$ cat config.mk
export PLATFORM = sky130hd
export DESIGN_NAME = sub16_serial
export DESIGN_NICKNAME = d
export VERILOG_FILES = /design/src/rtl/sub16_serial.sv
export SDC_FILE = /design/constraint.sdc
export NUM_CORES = 1
export LEC_CHECK = 0
export BUFFER_PORTS_ARGS = -buffer_cell sky130_fd_sc_hd__buf_2
export CORE_MARGIN = 2
export CORE_UTILIZATION = 49
export CTS_CLUSTER_SIZE = 24
export DETAILED_ROUTE_END_ITERATION = 12
export PLACE_DENSITY = 0.71
export SLEW_MARGIN = 20
export SYNTH_ARGS = -nofsm -noshare
export SYNTH_HDL_FRONTEND = slang
export SYNTH_SLANG_ARGS = --single-unit
$ cat constraint.sdc
create_clock -name clock -period 2.1 [get_ports clock]
set_input_delay 0.21 -clock clock [delete_from_list [all_inputs] [get_ports clock]]
set_output_delay 0.21 -clock clock [all_outputs]
set_load 0.02 [all_outputs]
$ cat src/rtl/sub16_serial.sv
// rtl/sub16_serial.sv - slice-serial unsigned subtractor (in1 - in2) with start/busy/done handshake
// Optional macro SUB16_SERIAL_SAT_EN clamps an underflowing result to zero.
module sub16_serial #(
   parameter int WIDTH = 16,
   parameter int SLICE = 8
) (
   input  logic             clock,
   input  logic             reset_n,
   input  logic             start,
   input  logic [WIDTH-1:0] in1,
   input  logic [WIDTH-1:0] in2,
   output logic             busy,
   output logic             done,
   output logic [WIDTH-1:0] result,
   output logic             borrow_out
);

   localparam int NSLICE = WIDTH / SLICE;
   localparam int CW     = (NSLICE > 1) ? $clog2(NSLICE) : 1;
   localparam logic [CW-1:0] LAST_CNT = CW'(NSLICE - 1);

   localparam logic [1:0] S_IDLE   = 2'd0;
   localparam logic [1:0] S_SLICE  = 2'd1;
   localparam logic [1:0] S_FINISH = 2'd2;

   logic [1:0]       state_q, state_d;
   logic [WIDTH-1:0] a_q, a_d, b_q, b_d, acc_q, acc_d, result_q, result_d;
   logic             borrow_q, borrow_d, bout_q, bout_d;
   logic             busy_q, busy_d, done_q, done_d;
   logic [CW-1:0]    cnt_q, cnt_d;
   logic [SLICE:0]   diff;
   logic [WIDTH-1:0] acc_shift;

   // Zero-extended subtract: bit SLICE of the difference is the outgoing borrow.
   assign diff = {1'b0, a_q[SLICE-1:0]} - {1'b0, b_q[SLICE-1:0]} - {{SLICE{1'b0}}, borrow_q};

   generate
      if (NSLICE > 1) begin : g_multi
         assign acc_shift = {diff[SLICE-1:0], acc_q[WIDTH-1:SLICE]};
      end else begin : g_single
         assign acc_shift = diff[SLICE-1:0];
      end
   endgenerate

   always_comb begin
      state_d  = state_q;
      a_d      = a_q;
      b_d      = b_q;
      acc_d    = acc_q;
      borrow_d = borrow_q;
      cnt_d    = cnt_q;
      busy_d   = busy_q;
      done_d   = done_q;
      result_d = result_q;
      bout_d   = bout_q;
      case (state_q)
         S_IDLE: begin
            done_d = 1'b0;
            if (start) begin
               a_d      = in1;
               b_d      = in2;
               borrow_d = 1'b0;
               cnt_d    = '0;
               busy_d   = 1'b1;
               state_d  = S_SLICE;
            end
         end
         S_SLICE: begin
            acc_d    = acc_shift;
            a_d      = a_q >> SLICE;
            b_d      = b_q >> SLICE;
            borrow_d = diff[SLICE];
            cnt_d    = cnt_q + CW'(1);
            if (cnt_q == LAST_CNT) state_d = S_FINISH;
         end
         S_FINISH: begin
`ifdef SUB16_SERIAL_SAT_EN
            result_d = borrow_q ? '0 : acc_q;
`else
            result_d = acc_q;
`endif
            bout_d   = borrow_q;
            done_d   = 1'b1;
            busy_d   = 1'b0;
            state_d  = S_IDLE;
         end
         default: state_d = S_IDLE;
      endcase
   end

   always_ff @(posedge clock or negedge reset_n) begin
      if (!reset_n) begin
         state_q  <= S_IDLE;
         a_q      <= '0;
         b_q      <= '0;
         acc_q    <= '0;
         borrow_q <= 1'b0;
         cnt_q    <= '0;
         busy_q   <= 1'b0;
         done_q   <= 1'b0;
         result_q <= '0;
         bout_q   <= 1'b0;
      end else begin
         state_q  <= state_d;
         a_q      <= a_d;
         b_q      <= b_d;
         acc_q    <= acc_d;
         borrow_q <= borrow_d;
         cnt_q    <= cnt_d;
         busy_q   <= busy_d;
         done_q   <= done_d;
         result_q <= result_d;
         bout_q   <= bout_d;
      end
   end

   assign busy       = busy_q;
   assign done       = done_q;
   assign result     = result_q;
   assign borrow_out = bout_q;

endmodule

**After elaboration in Yosys (flattened, before gate mapping)**

Index checks and enable logic that the tools add are counted.

- Output and inout port bits: 19
- Logic and storage cells: 36
- Register bits: 71

- $add $sub $neg: 3
- Eq/ne operators: 4
- Multiplexer cells: 13
- Reduce and logical (&&, ||, !) cells: 6

Operator list:

| operator | number |
|---|---|
| one-hot mux 16 bit (2 select lines) | 2 |
| 2-to-1 mux 16 bit | 2 |
| subtractor 8 x 8 -> 9 bit | 1 |
| subtractor 9 x 1 -> 9 bit | 1 |
| one-hot mux 1 bit (2 select lines) | 4 |
| AND reduction 2 bit | 3 |
| 2-to-1 mux 2 bit | 2 |
| != test 2 bit, second input constant | 2 |
| one-hot mux 2 bit (2 select lines) | 1 |
| nonzero test 2 bit | 2 |
| equality test 2 x 1 -> 1 bit, second input constant | 1 |
| equality test 2 bit, second input constant | 1 |
| logical NOT 2 bit | 1 |
| 2-to-1 mux 1 bit | 2 |
| adder 1 bit, second input constant | 1 |

**Logic depth before layout (Yosys ltp)**

Gate-level depths: netlist of the first run.

- Depth after elaboration: 3
- Mapped depth: 8
- Gate-level depth less buffers: 8

**Worst setup path before layout of the first run**

No wires, ideal clock.

- Kind: register to register
- Start point: register a_q[0]
- End point: register borrow_q
- Stages on the path, launching flop included: 8
- Path slack: 0.140 ns
- Arrival: 1.828 ns
- Setup time: 0.132 ns
- Cells stage by stage: dfrtp_1 -> fa_1 -> inv_1 -> fa_1 -> and3b_1 -> o21ai_2 -> o2111ai_1 -> or3b_1

- Cells in the longest elaborated chain, start to end: 3

RTL lines:

| element | line | source |
|---|---|---|
| start: declaration | 27 | `logic [WIDTH-1:0] a_q, a_d, b_q, b_d, acc_q, acc_d, result_q, result_d;` |
| start signal: assignment | 94 | `a_q <= '0;` |
| start signal: assignment | 105 | `a_q <= a_d;` |
| subtractor 8 x 8 -> 9 bit | 35 | `assign diff = {1'b0, a_q[SLICE-1:0]} - {1'b0, b_q[SLICE-1:0]} - {{SLICE{1'b0}}, borrow_q};` |
| subtractor 9 x 1 -> 9 bit | 35 |  |
| one-hot mux 1 bit (2 select lines) | 56 | `case (state_q)` |
| end signal: assignment | 108 | `borrow_q <= borrow_d;` |
| end: declaration | 28 | `logic borrow_q, borrow_d, bout_q, bout_d;` |

Every way passes these cells.
A chain may end at the register's enable or synchronous reset.

**Worst setup path in the final report of the first run**

Same ends and word-level chain as after synthesis.

==> flow_summary.ini, run 1 <==
[timing]
worst_slack_ns = 0.0990
period_minus_slack_ns = 2.00
worst_pin_slew_ns = 0.721
hold_ws_ns = 0.0662
rsz0062_at_grt = false
finalSetupViolations = 0
slew_violations = 0
finalHoldViolations = 0
clock-skew-final_ns = 0.00918
finalCritPeriodShare_pct = 95.3
max_freq_mhz = 500
relSlewSlack_pct = 51.8
tns_ns = 0

[synthesis]
yosys_most_used_dff = dfrtp_1
synth_top_family_by_area = compound AO/OA/AOI/OAI gates
yosysTopAreaCell = dfrtp_1
synth_area_leaders = dfrtp_1 (54%), nand2_1 (6.4%), mux2_2 (5.5%), ha_1 (5.3%), mux2i_1 (4.9%)
synth_cell_types = 39
avgSynthCellArea_um2 = 11.1
yosysMostFrequentCell = dfrtp_1
syn_inst = 295
ys_seq_area_share_pct = 54.2
synth-xor-area-share_pct = 1.60
ys_async_sr_fraction_pct = 100
syn_area_um2 = 3280
synth_edf_count = 0
yosysWarnings = 0
synth_mux_area_share_pct = 10.4
synth_nets = 346
yosys.area_share.simple_pct = 10.3
synth_common_cells = dfrtp_1 (71), nand2_1 (56), inv_1 (23)
synth_top_area_share_pct = 54.2
synth_compound_area_share_pct = 11.9
synthAdderAreaFrac_pct = 6.56
ys_seq_elements = 71

[power]
vdd_drop_max_uv = 778
power-per-cell-area_nw_per_um2 = 1820
cellLeakagePower_nw = 1.96

[flow_run]
max_cap_viol_count = 0

[place]
gp_congestion = 0.782
dp_worst_setup_slack_ns = 0.0718
dp_hpwl_mm = 4.23
portBuffers = 53

[clock_tree]
path_clk_slew_ns = 0.08
cts_max_path_buffers = 2
clock_latency_ns = 0.35
htree_levels = 3
root_buffer = clkbuf_8
clock_sinks = 71
cts_tree = yes
cts_buffers = 9

[setup_path]
path_max_fanout = 3
required_ns = 2.33
slowest_delay_ns = 0.40
cp_slowest_cell = dfrtp_1
crit_top_cell = fa_2
path_cells = fa_2, inv_1, fa_2, and3b_1, o21ai_2, o2111ai_1, or3b_1
critical_path_class = flop to flop
cp-end-kind = flop
critPathArrivalTime_ns = 2.23
start_kind = flop

[floorplanning]
dieArea_um2 = 7360
initial_utilization_pct = 51.1
die_w_um = 85.8
ios = 54
die_h_um = 85.8
coreArea_um2 = 6420
rows = 29

[drt]
dr_total_vias = 2261
wl_per_cell_um = 13.5
antenna_left = 0
drt-initial-drc-count = 118
routed_wl_mm = 5.94
drc = 4
first_pass_iters = 10
via_per_inst = 5.14

[worst_hold_path]
min_path_type = input port to flop

[layout]
n_antenna_cell = 0
area_growth_pct = 18.3
layout.nets = 409
drive_above_1_share_pct = 28.1
n_fill_cell = 545

[global_route]
overflow = 0
grt_start_max_net_pins = 72
grt_pass1_vias = 2175
antenna_found_initial = 0
grt_use_total_pct = 17.8
grt_pass1_wl_mm = 10.0

[status]
violations = DRC
status = complete, but fails checks
-- flip-flops by register name, indices dropped and copies added (netlist names) --
register / cells
state_q: 2
acc_q: 16
borrow_q: 1
result: 16
a_q: 16
busy: 1
b_q: 16
done: 1
borrow_out: 1
cnt_q: 1
-- per-stage QoR --
stage / total power, W / util (%) / cells / instance area [µm²]
2_1_floorplan: 0.00509 / - / 295 / 3280
3_3_place_gp: 0.00590 / 57.1 / 422 / 3670
3_5_place_dp: 0.00604 / 57.1 / 422 / 3670
4_1_cts: 0.00713 / 60.2 / 439 / 3870
5_1_grt: 0.00769 / 60.4 / 440 / 3880
6_report: 0.00708 / 60.4 / 440 / 3880
-- critical path: cells and delay by family, from the launching register on --
kind                     cells  cell delay (ns)
AO/OA/AOI/OAI                2             0.27
adder cells (fa/ha/maj)      2             0.60
buffers and inverters        1             0.08
flip-flops                   1             0.40
AND/OR/NAND/NOR              2             0.54
-- repair_timing --
action	4_1_cts	5_1_grt
hold buffers	1	0
endpoints found under the hold margin	71	0
endpoints found under the setup margin	0	1
gates resized for setup	0	2
setup buffers	0	1
-- cell families after synthesis --
family | count (synthesis)
compound gates | 58
xor+xnor | 6
fa+ha+maj | 16
buf+inv | 37
flops | 71
mux | 32
simple gates | 75
-- routing by layer --
layer	vias to the layer above	track usage (%)	wire length, µm
li1	1131	-	-
met1	1076	22.7	2780
met2	45	28.2	2830
met3	9	6.06	233
met4	0	6.93	95
met5	-	0	0
-- worst paths after layout --
path                            startpoint          to  slack, ns  depth (start not counted)
max in group asynchronous          reset_n     a_q[10]       1.38                          3
worst max-delay path                a_q[0]    borrow_q        0.1                          7
min in group asynchronous          reset_n  result[11]       0.41                          3
worst min-delay path               in2[10]     b_q[10]       0.07                          2
worst min register to register        busy        busy       0.48                          1
worst max register to register      a_q[0]    borrow_q        0.1                          7
-- area by class of cell --
| cell class | count | area, µm² | area share, % |
|---|---|---|---|
| Sequential cell | 71 | 1780 | 45.8 |
| Clock buffer | 13 | 149 | 3.84 |
| Tap cell | 77 | 96.3 | 2.48 |
| Clock inverter | 3 | 42.5 | 1.10 |
| Inverter | 23 | 86.3 | 2.23 |
| Multi-Input combinational cell | 187 | 1350 | 34.8 |
| Timing Repair Buffer | 66 | 378 | 9.74 |
-- cell usage in the layout, fill, tap and decap left out, drive strengths merged, types with 2 or more instances in the layout --
cell type / n
xnor2: 4
nor2: 3
or3: 2
inv: 23
nor3: 2
ha: 14
mux2i: 16
nand2b: 3
clkbuf: 13
o211ai: 3
nand2: 56
o21ai: 27
xor2: 2
dfrtp: 71
o21bai: 2
a22o: 16
mux2: 16
fa: 2
a21oi: 4
nand3: 3
buf: 65
-- report_power, final --
group | switching (W) | total [W] | internal [W]
logic | 0.00200 | 0.00363 | 0.00163
clock network | 0.000498 | 0.00108 | 0.000581
registers | 0.000362 | 0.00237 | 0.00201
Power figures use the tool's default switching activity.
==> run 2, diff against run 1 <==
- clock period: 2.1 -> 2.5 ns (I/O delays scaled with it)
==> run 2 against run 1 <==
Against the previous run: the flow now finishes without violations; worst setup slack improved by 0.31 ns; core utilization fell by 0.51 points; power fell by 16%; critical endpoint unchanged; largest cell class unchanged; largest power group unchanged.
==> flow_summary.ini, run 2 (synthesis results as in run 1) <==
[timing]
relSlewSlack_pct = 40.4
period_minus_slack_ns = 2.09
finalHoldViolations = 0
tns_ns = 0
finalSetupViolations = 0
max_freq_mhz = 479
slew_violations = 0
clock-skew-final_ns = 0.00950
hold_ws_ns = 0.119
rsz0062_at_grt = false
worst_pin_slew_ns = 0.895
worst_slack_ns = 0.414
finalCritPeriodShare_pct = 83.4

[status]
status = finished clean

[clock_tree]
path_clk_slew_ns = 0.08
cts_resized = 0
clock_latency_ns = 0.34
cts_buffers = 9
cts_max_path_buffers = 2
root_buffer = clkbuf_8
clock_sinks = 71
htree_levels = 3
cts_tree = yes

[setup_path]
cp_slowest_cell = fa_1
crit_top_cell = fa_1
critPathTopFamily = adder cells
critical_path_class = flop to flop
path_cells = fa_1, inv_1, fa_1, and3b_1, o21ai_2, o2111ai_1, or3b_1
required_ns = 2.72
start_kind = flop
critPathArrivalTime_ns = 2.30
path_buf_inv = 1
path_max_fanout = 3
cp-end-kind = flop
slowest_delay_ns = 0.45

[global_route]
antenna_found_initial = 0
grt_start_max_net_pins = 72
overflow = 0
grt_pass1_vias = 2105
grt_use_total_pct = 17.3
grt_pass1_wl_mm = 9.83

[drt]
drt-initial-drc-count = 100
routed_wl_mm = 5.75
via_per_inst = 5.16
wl_per_cell_um = 13.3
dr_total_vias = 2227
first_pass_iters = 6
antenna_left = 0
drc = 0

[place]
placed_cell_area_um2 = 3630
dp.cells = 416
dp_worst_setup_slack_ns = 0.439
dp_hpwl_mm = 4.00
portBuffers = 53
gp_congestion = 0.810

[floorplanning]
die_w_um = 85.8
ios = 54
dieArea_um2 = 7360
coreArea_um2 = 6420
die_h_um = 85.8
initial_utilization_pct = 51.1
rows = 29

[layout]
n_antenna_cell = 0
most-common-layout-cells = dfrtp_1 (71), nand2_1 (56), buf_2 (53)
area_growth_pct = 17.3
final_common_cell = dfrtp_1
drive_above_1_share_pct = 25.9
final_cells = 432
layout.nets = 402
finalInstanceArea_um2 = 3850

[power]
cellLeakagePower_nw = 1.94
sw_frac_of_total_pct = 40.1
vdd_drop_max_uv = 634
power-per-cell-area_nw_per_um2 = 1540
p_int_w = 0.00356
switchingPower_w = 0.00238
p_clk_share_pct = 16.4
p_comb_share_pct = 50.1
seqPwrFrac_pct = 33.6

[worst_hold_path]
min_path_type = input port to flop

[flow_run]
max_cap_viol_count = 0
[run 2: path summary, 6_finish.rpt]
path | slack [ns] | cells past startpoint | endpoint | startpoint
worst min register to register | 0.48 | 1 | busy | busy
min in group asynchronous | 0.46 | 3 | result[3] | reset_n
worst max-delay path | 0.41 | 7 | borrow_q | a_q[0]
max in group asynchronous | 1.74 | 3 | b_q[4] | reset_n
worst max register to register | 0.41 | 7 | borrow_q | a_q[0]
worst min-delay path | 0.12 | 2 | a_q[11] | in1[11]
[run 2: power groups by stage]
stage | combinational, W | sequential (W) | clock (W)
2_1_floorplan | 0.00215 | 0.00212 | 0
3_3_place_gp | 0.00290 | 0.00200 | 0
3_5_place_dp | 0.00298 | 0.00203 | 0
4_1_cts | 0.00300 | 0.00200 | 0.000995
5_1_grt | 0.00335 | 0.00207 | 0.00104
6_report | 0.00297 | 0.00199 | 0.000973
[run 2: per-stage QoR]
stage	utilization (%)	total power, W
5_1_grt	59.9	0.00646
3_3_place_gp	56.6	0.00489
4_1_cts	59.9	0.00599
2_1_floorplan	-	0.00427
6_report	59.9	0.00594
3_5_place_dp	56.6	0.00500
[run 2: metal layers]
layer	routed length, µm	vias up	part of all wire (%)	global-route usage [%]
met2	2580	59	45	26.1
met3	223	13	3.9	3.85
met5	0	-	0	0
li1	-	1116	-	-
met1	2810	1039	49	23.4
met4	136	0	2.4	9.24
[run 2: repair_timing]
| item | 4_1_cts | 5_1_grt |
|---|---|---|
| hold buffers | 1 | 0 |
| hold endpoints to repair | 71 | 0 |
| buffers inserted | 0 | 0 |
[run 2: area by class of cell]
cell class / count / area [µm²]
Fill cell: 551 / 2570
Sequential cell: 71 / 1780
Inverter: 23 / 86.3
Tap cell: 77 / 96.3
Clock buffer: 12 / 135
Clock inverter: 3 / 68.8
Timing Repair Buffer: 59 / 338
Multi-Input combinational cell: 187 / 1350
